[src/rtl/intra_filter_pkg.sv]
// intra_filter_pkg: shared widths, rounding constants and pixel clip helper for the intra interpolation filter
package intra_filter_pkg;
    localparam int PROD_W     = 16;
    localparam int NUM_PROD   = 16;
    localparam int SEL_W      = 4;
    localparam int OUT_W      = 8;
    localparam int ACC_W      = 18;
    localparam int ROUND_OFS  = 32;
    localparam int FILT_SHIFT = 6;

    typedef logic [OUT_W-1:0] pixel_t;
    typedef logic signed [ACC_W-1:0] acc_t;

    // Floor shift, then saturate: sign bit means negative, any bit above OUT_W means > 255
    function automatic pixel_t clip_pixel(input acc_t s);
        acc_t r;
        r = s >>> FILT_SHIFT;
        return r[ACC_W-1] ? '0 : (|r[ACC_W-2:OUT_W]) ? '1 : r[OUT_W-1:0];
    endfunction
endpackage

[src/rtl/tap_select_sign.sv]
// tap_select_sign: picks one of the tap's constant products and applies the coefficient sign
module tap_select_sign
    import intra_filter_pkg::*;
(
    input  logic [NUM_PROD*PROD_W-1:0] prod,
    input  logic [SEL_W-1:0]           sel,
    input  logic                       neg,
    output acc_t                       term
);
    logic [NUM_PROD-1:0][PROD_W-1:0] prods;
    acc_t mag;
    assign prods = prod;
    assign mag   = acc_t'(prods[sel]);
    assign term  = neg ? -mag : mag;
endmodule

[src/rtl/filter_accum_4tap.sv]
// filter_accum_4tap: 3-stage select/sum/clip pipeline producing one predicted pixel per accepted beat
module filter_accum_4tap
    import intra_filter_pkg::*;
(
    input  logic                       clk,
    input  logic                       rst_n,
    input  logic                       in_valid,
    output logic                       in_ready,
    input  logic [NUM_PROD*PROD_W-1:0] prod_t0,
    input  logic [NUM_PROD*PROD_W-1:0] prod_t1,
    input  logic [NUM_PROD*PROD_W-1:0] prod_t2,
    input  logic [NUM_PROD*PROD_W-1:0] prod_t3,
    input  logic [SEL_W-1:0]           sel_t0,
    input  logic [SEL_W-1:0]           sel_t1,
    input  logic [SEL_W-1:0]           sel_t2,
    input  logic [SEL_W-1:0]           sel_t3,
    input  logic [3:0]                 neg_t,
    output logic                       out_valid,
    input  logic                       out_ready,
    output pixel_t                     out_pixel
);
    logic [NUM_PROD*PROD_W-1:0] prod [4];
    logic [SEL_W-1:0] sel [4];
    acc_t term [4];
    acc_t t1 [4];
    acc_t s2;
    logic v1, v2, v3, stall;

    assign prod = '{prod_t0, prod_t1, prod_t2, prod_t3};
    assign sel  = '{sel_t0, sel_t1, sel_t2, sel_t3};

    genvar i;
    generate
        for (i = 0; i < 4; i++) begin : g_tap
            tap_select_sign u_tap (
                .prod (prod[i]),
                .sel  (sel[i]),
                .neg  (neg_t[i]),
                .term (term[i])
            );
        end
    endgenerate

    // Empty slots stall too, so the whole pipe freezes on any downstream backpressure
    assign stall     = v3 && !out_ready;
    assign in_ready  = !stall;
    assign out_valid = v3;

    always_ff @(posedge clk) begin
        if (!stall) begin
            t1 <= term;
            s2 <= t1[0] + t1[1] + t1[2] + t1[3] + acc_t'(ROUND_OFS);
        end
    end

    always_ff @(posedge clk) begin
        if (!rst_n) begin
            v1        <= 1'b0;
            v2        <= 1'b0;
            v3        <= 1'b0;
            out_pixel <= '0;
        end else if (!stall) begin
            v1        <= in_valid;
            v2        <= v1;
            v3        <= v2;
            out_pixel <= clip_pixel(s2);
        end
    end
endmodule

[config.mk]
export PLATFORM = sky130hd
export DESIGN_NAME = filter_accum_4tap
export DESIGN_NICKNAME = d
export VERILOG_FILES = /design/src/rtl/intra_filter_pkg.sv /design/src/rtl/tap_select_sign.sv /design/src/rtl/filter_accum_4tap.sv
export SDC_FILE = /design/constraint.sdc
export NUM_CORES = 1
export LEC_CHECK = 0
export CORE_AREA = 3 3 411 413
export DETAILED_ROUTE_END_ITERATION = 6
export DIE_AREA = 0 0 414 416
export REMOVE_ABC_BUFFERS = 1
export SETUP_SLACK_MARGIN = 0.2
export SYNTH_ARGS = -nofsm -noshare
export SYNTH_HDL_FRONTEND = slang
export SYNTH_SLANG_ARGS = --single-unit
[constraint.sdc]
create_clock -name clk -period 5.6 [get_ports clk]
set_clock_uncertainty 0.2 [all_clocks]
set_input_delay 0.56 -clock clk [delete_from_list [all_inputs] [get_ports clk]]
set_output_delay 0.56 -clock clk [all_outputs]
set_load 0.01 [all_outputs]
==> flow_summary.toml, run 1 <==
[drt]
post_drt_via_cell_ratio = 3.61
remaining_drc_errors = 0
initialDrtViolationCount = 1271
vias = 15475
totalWireLength_microns = 139000
wire_per_inst_microns = 32.5
postRouteAntennaNets = 0
drt_pass1_iterations = 7

[placed_design]
dp_hpwl_microns = 129000
place.port_buffers = 1057
gp_congestion = 1.02

[die]
row_count = 149
die-height_microns = 416
die_width_microns = 414
die-area_sq_mm = 0.172
starting_utilization_of_the_core_area_pct = 8.48
placeableCoreArea_sq_mm = 0.165
pin_count = 1058

[timing]
rsz0062_at_grt = "false"
worst-slew-pin-transition_ns = 0.990
fin_crit_ns = 4.47
final.period_utilization_pct = 79.9
upper_clock_frequency_limit_mhz = 224
timing.final.setup_violations = 0
hold_violations = 0
final.setup.tns_ns = 0
slew_violations = 0
max-slew-margin-rel_pct = 34.0

[cells_and_area]
finalCoreUtilization_pct = 16.6
share_of_cells_above_drive_strength_1_pct = 17.4
design.final.nets = 3184
area_used_by_sequential_logic_in_the_layout_sq_mm = 0.00274
multi_input_area_sq_mm = 0.0104
areaGrowthSynthToFinish_pct = 96.2
layout.filler_cells = 18371

[clock_tree]
cts.sink_count = 95
worstSkewPairLatency_ns = 0.38
cts_root_buffer = "clkbuf_16"
cts_tree = "done"
cts_max_path_buffers = 2
total_cts_buffers = 9
post-cts-setup-buffers = 0
cts-hold-fix-buffers = 0
ctsHtreeMaxLevel = 3
clkTransAtPathRegs_ns = 0.09
post_cts_resize_count = 0

[worst_setup_path]
kind_of_start_point_of_the_critical_path = "flop"
worst_path_buffer_plus_inverter_count = 2
crit_path_max_incr_delay_ns = 0.63
critical_path_required_ns = 5.53
critical_path_capture_point_type = "flop"
critical-path-slowest-cell = "o41ai_1"
crit_fanout = 4
critPathMostFrequentCell = "fa_1"
timing.setup.critical_path_class = "reg -> reg"
cp_top_family = "adder cells"
worstPathArrival_ns = 4.40
cells_traversed_along_the_worst_timing_path = "inv_1 -> fa_1 -> inv_1 -> fa_1 -> fa_1 -> ha_1 -> and4b_1 -> a221o_1 -> nand4_1 -> a31oi_1 -> o41ai_1 -> mux2i_1 -> nand4_1"

[flow_run]
maxCapViolCount = 0

[pwr]
total_leakage_power_nw = 9.27
worst_vdd_rail_ir_drop_mv = 0.221
sequential_cell_fraction_of_total_power_pct = 21.9
power_switching_mw = 2.26
power_density_over_the_cells_mw_per_mm2 = 207
power_frac_clock_pct = 12.8
share_of_total_power_consumed_by_net_switching_pct = 39.8
power.internal_mw = 3.42
power_frac_comb_pct = 65.4

[yosys]
instance_count_of_the_mapped_netlist = 1060
synthXorXnorAreaFrac_pct = 4.25
synth.distinct_cells = 67
synth-async-reset-ratio_pct = 0
synth-compound-area-share_pct = 7.94
synth_seq_cells = 95
yosysMostFrequentCell = "mux4_2"
synth-adder-area-share_pct = 7.66
yosys_warnings = 0
synthTopCellsByArea = "mux4_2, edfxtp_1, fa_1, xnor2_1, ha_1"
yosys-mux-area-fraction_pct = 47.9
synth.cells.most_frequent = "mux4_2, edfxtp_1, inv_1, xnor2_1, nand2_1"
synthFlopType = "edfxtp_1"
netlist_area_sq_mm = 0.0140
synth.avg_cell_area_sq_um = 13.2
synth_top_cell_area_share_pct = 44.5
synth-seq-area-share_pct = 19.6
synthDominantAreaCellType = "mux4_2"
yosys.area_share.simple_pct = 6.75
main_combinational_cell_family_by_area_after_synthesis = "multiplexers"
synth-edff-count = 84

[min_path]
worstHoldPathType = "reg -> reg"

[grt]
track_usage_pct = 15.5
grt_pass1_vias = 15963
grt_max_degree = 67
antenna_found_initial = 118
grt_first_pass_wirelength_microns = 174000
globalRoute.totalOverflow = 0

[outcome]
status = "finished, final reports clean"
-- worst paths after layout --
kind | cells past startpoint | from | end | slack, ns
setup / recovery | 13 | t1[40] | s2[17] | 1.13
hold / removal | 1 | v2 | out_valid | 0.28
setup reg to reg | 13 | t1[40] | s2[17] | 1.13
hold reg to reg | 1 | v2 | out_valid | 0.28
-- cell families after synthesis --
logic type                 Yosys count
muxes                              318
and+or+nand+nor                    184
buffers and inverters              177
AOI/OAI and AO/OA                  152
DFF                                 95
xor gates and xnor gates            68
adders and majority gates           66
-- through the flow --
step / hold WS, ns / power [mW] / instances / setup slack [ns] / instance area, sq um
2_1_floorplan: 0.240 / 3.19 / 966 / 1.53 / 13500
3_3_place_gp: 0.260 / 4.97 / 4248 / 1.02 / 27100
3_5_place_dp: 0.272 / 5.01 / 4248 / 1.03 / 27100
4_1_cts: 0.294 / 5.80 / 4264 / 1.10 / 27400
5_1_grt: 0.315 / 6.17 / 4267 / 0.863 / 27400
6_report: 0.282 / 5.68 / 4284 / 1.13 / 27500
-- cells in the final DEF, fill, tap and decap left out, types with 3 or more instances in the layout --
cell type        netlist  layout
mux4_1                 3       3
mux4_2               277     277
diode_2                0      20
a21oi_1               18      18
a22o_1                 4       4
mux2_2                 6       6
clkdlybuf4s50_1        0    1049
xor2_1                 9       9
o21ai_0               13      13
nand2b_1               8       8
and2_1                 5       5
xnor2_1               59      59
o31ai_1               14      14
nor3_1                21      21
o41ai_1                5       5
inv_1                 82      81
mux2i_1               32      32
a22oi_1               47      47
dfxtp_1               11      11
o31a_1                 4       4
nand4_1                3       3
edfxtp_1              84      84
fa_1                  33      33
clkbuf_16              0       9
ha_1                  33      33
buf_12                 2       4
a221oi_1               7       7
o21ai_1               12      12
buf_4                  8      39
nand3_1                7       7
or3_1                  6       6
o21a_1                 8       8
nor2b_1               23      22
a211oi_1               4       4
nand2_1               55      55
nor2_1                36      36
-- layer usage --
layer	up-vias	part of all wire, %	track usage, %
met3	166	8.6	4.26
met2	929	48	26.3
met4	50	2.0	2.74
li1	6400	-	-
met5	-	0.23	0
met1	7930	41	19.9
-- registers in the layout, summed over array words and instances (netlist names) --
name,cells
out_pixel,8
out_valid,1
s2,12
t1,72
v1,1
v2,1
-- worst reg2reg max path: cells and delay by family, from the launching register on --
family / cells / cell delay (ns)
buffers and inverters: 2 / 0.19
DFF: 1 / 0.33
adders and majority gates: 4 / 1.69
AOI/OAI and AO/OA: 3 / 1.14
and+or+nand+nor: 3 / 0.41
muxes: 1 / 0.26
-- layout make-up --
type,instances,area share (%)
clock buffers,9,0.819
diodes,20,0.182
flip-flops and latches,95,9.98
well taps,2189,9.96
multi-input cells,788,38.0
repair buffers,1093,39.6
inverters,83,1.14
clock inverters,7,0.373
-- power groups by stage --
stage                     Sequential, mW  Clock (mW)  Combinational, mW
final                               1.24       0.727               3.71
after global routing                1.26       0.803               4.10
after CTS                           1.26       0.777               3.76
after detailed placement            1.27           0               3.74
after global placement              1.28           0               3.69
after floorplan                     1.16           0               2.03
Power figures use the tool's default switching activity.
==> run 2: changes to the inputs <==
==> constraint.sdc (replaced) <==
create_clock -name clk -period 4.62 [get_ports clk]
set_clock_uncertainty 0.2 [all_clocks]
set_input_delay 0.462 -clock clk [delete_from_list [all_inputs] [get_ports clk]]
set_output_delay 0.462 -clock clk [all_outputs]
set_load 0.01 [all_outputs]
==> flow_summary.toml, run 2 (synthesis gave the netlist of run 1 again) <==
[grt]
globalRoute.totalOverflow = 0
busiest_layer = "met2"
grt_max_degree = 44
grt_first_pass_wirelength_microns = 174000
track_usage_pct = 15.4
grt_pass1_vias = 16134
grt_util_met3_pct = 3.59
grt.met2_usage_pct = 25.5
antenna_found_initial = 128
grtUsageMet1_pct = 20.3

[clock_tree]
ctsHtreeMaxLevel = 3
cts_max_path_buffers = 2
cts_root_buffer = "clkbuf_16"
cts_tree = "done"
post_cts_resize_count = 0
worstSkewPairLatency_ns = 0.39
clkTransAtPathRegs_ns = 0.10
cts.sink_count = 95
post-cts-setup-buffers = 0
cts-hold-fix-buffers = 0
total_cts_buffers = 9

[min_path]
timing.hold.worst.start = "v2"
min_to = "out_valid"
holdPathStages = 1
worstHoldPathType = "reg -> reg"

[timing]
hold_violations = 0
timing.final.setup_violations = 0
fin_crit_ns = 4.13
final.setup.worst_slack_ns = 0.487
rsz0062_at_grt = "false"
upper_clock_frequency_limit_mhz = 242
max-slew-margin-rel_pct = 30.4
worst-slew-pin-transition_ns = 1.03
final.period_utilization_pct = 89.5
final.setup.tns_ns = 0
slew_violations = 0

[cells_and_area]
number_of_flip_flops_under_the_largest_register_name = 72
mostFrequentLayoutCells = "clkdlybuf4s50_1, mux4_2, edfxtp_1"
design.final.nets = 3218
areaGrowthSynthToFinish_pct = 97.7
biggest_regs = "t1: 72 flops, s2: 12 flops, out_pixel: 8 flops"
share_of_cells_above_drive_strength_1_pct = 18.8
leading_cell_type_in_the_layout_fill_and_taps_excluded = "clkdlybuf4s50_1"
postLayoutCellArea_sq_mm = 0.0277
regMostFlops = "t1"

[worst_setup_path]
reg2reg_depth = 14
timing.critical_path.from = "t1[4]"
critical_path_required_ns = 4.56
kind_of_start_point_of_the_critical_path = "flop"
timing.reg2reg.setup_slack_ns = 0.49
crit_fanout = 4
worstPathArrival_ns = 4.07
rr_startpoint = "t1[4]"
worstReg2RegEnd = "s2[17]"
critical_path_capture_point_type = "flop"
timing.setup.critical_path_class = "reg -> reg"

[drt]
totalWireLength_microns = 138000
remaining_drc_errors = 0
initialDrtViolationCount = 1425
post_drt_via_cell_ratio = 3.61
postRouteAntennaNets = 0
drt_pass1_iterations = 5
wire_per_inst_microns = 32.0
vias = 15617

[placed_design]
detailed_place.area_sq_mm = 0.0273
dp_hpwl_microns = 128000
gp_congestion = 1.02
detailedPlace.worstSlack_ns = 0.426
place.port_buffers = 1057

[die]
pin_count = 1058
placeableCoreArea_sq_mm = 0.165
die_width_microns = 414
starting_utilization_of_the_core_area_pct = 8.48
row_count = 149
die-height_microns = 416
die-area_sq_mm = 0.172

[flow_run]
maxCapViolCount = 0

[pwr]
worst_vdd_rail_ir_drop_mv = 0.284
total_leakage_power_nw = 9.41
power.total_mw = 6.81
power_density_over_the_cells_mw_per_mm2 = 246

[outcome]
status = "finished, final reports clean"
==> run 2: metrics by stage <==
stage          util [%]  cells  hold slack, ns
6_report           16.8   4322           0.288
5_1_grt            16.7   4305           0.320
4_1_cts            16.7   4298           0.297
3_5_place_dp       16.5   4282           0.272
3_3_place_gp       16.5   4282           0.255
2_1_floorplan         -    966           0.240
==> run 2: how the worst max path moves through the flow <==
| stage | to | slack [ns] | depth (start not counted) |
|---|---|---|---|
| detailed placement | s2[17] | 0.43 | 14 |
| global route | s2[17] | 0.23 | 14 |
| finish | s2[17] | 0.49 | 14 |
| global placement | s2[17] | 0.44 | 14 |
| floorplan | s2[17] | 0.55 | 13 |
| CTS | s2[17] | 0.46 | 14 |
==> run 2: where the power goes <==
part,internal [mW],switching [mW]
combinational,2.42,2.10
sequential,1.32,0.158
clock,0.388,0.428
==> run 2: cell type report <==
cell class	instances	area, sq um
diodes	24	60.1
clock buffers	9	225
clock inverters	7	86.3
fillers	18408	137000
inverters	83	313
multi-input cells	788	10400
flip-flops and latches	95	2740
well taps	2189	2740
repair buffers	1127	11100
==> run 2: critical path, cell delays in order (launching register included) <==
cell and delay (ns):
edfxtp_1 0.33, inv_1 0.05, fa_1 0.53, inv_1 0.05, fa_1 0.38, fa_1 0.46, ha_1 0.30, and4b_1 0.20
a221o_1 0.37, nand4_1 0.13, a31oi_1 0.16, o41ai_1 0.29, buf_4 0.19, mux2i_1 0.17, nand4_1 0.10
==> run 2: metal layers <==
layer / wire (microns) / up-vias / share of wire (%)
met5: 223 / - / 0.16
met4: 4150 / 36 / 3.0
met3: 8680 / 201 / 6.3
met2: 64800 / 913 / 47
met1: 60200 / 7988 / 44
li1: - / 6479 / -
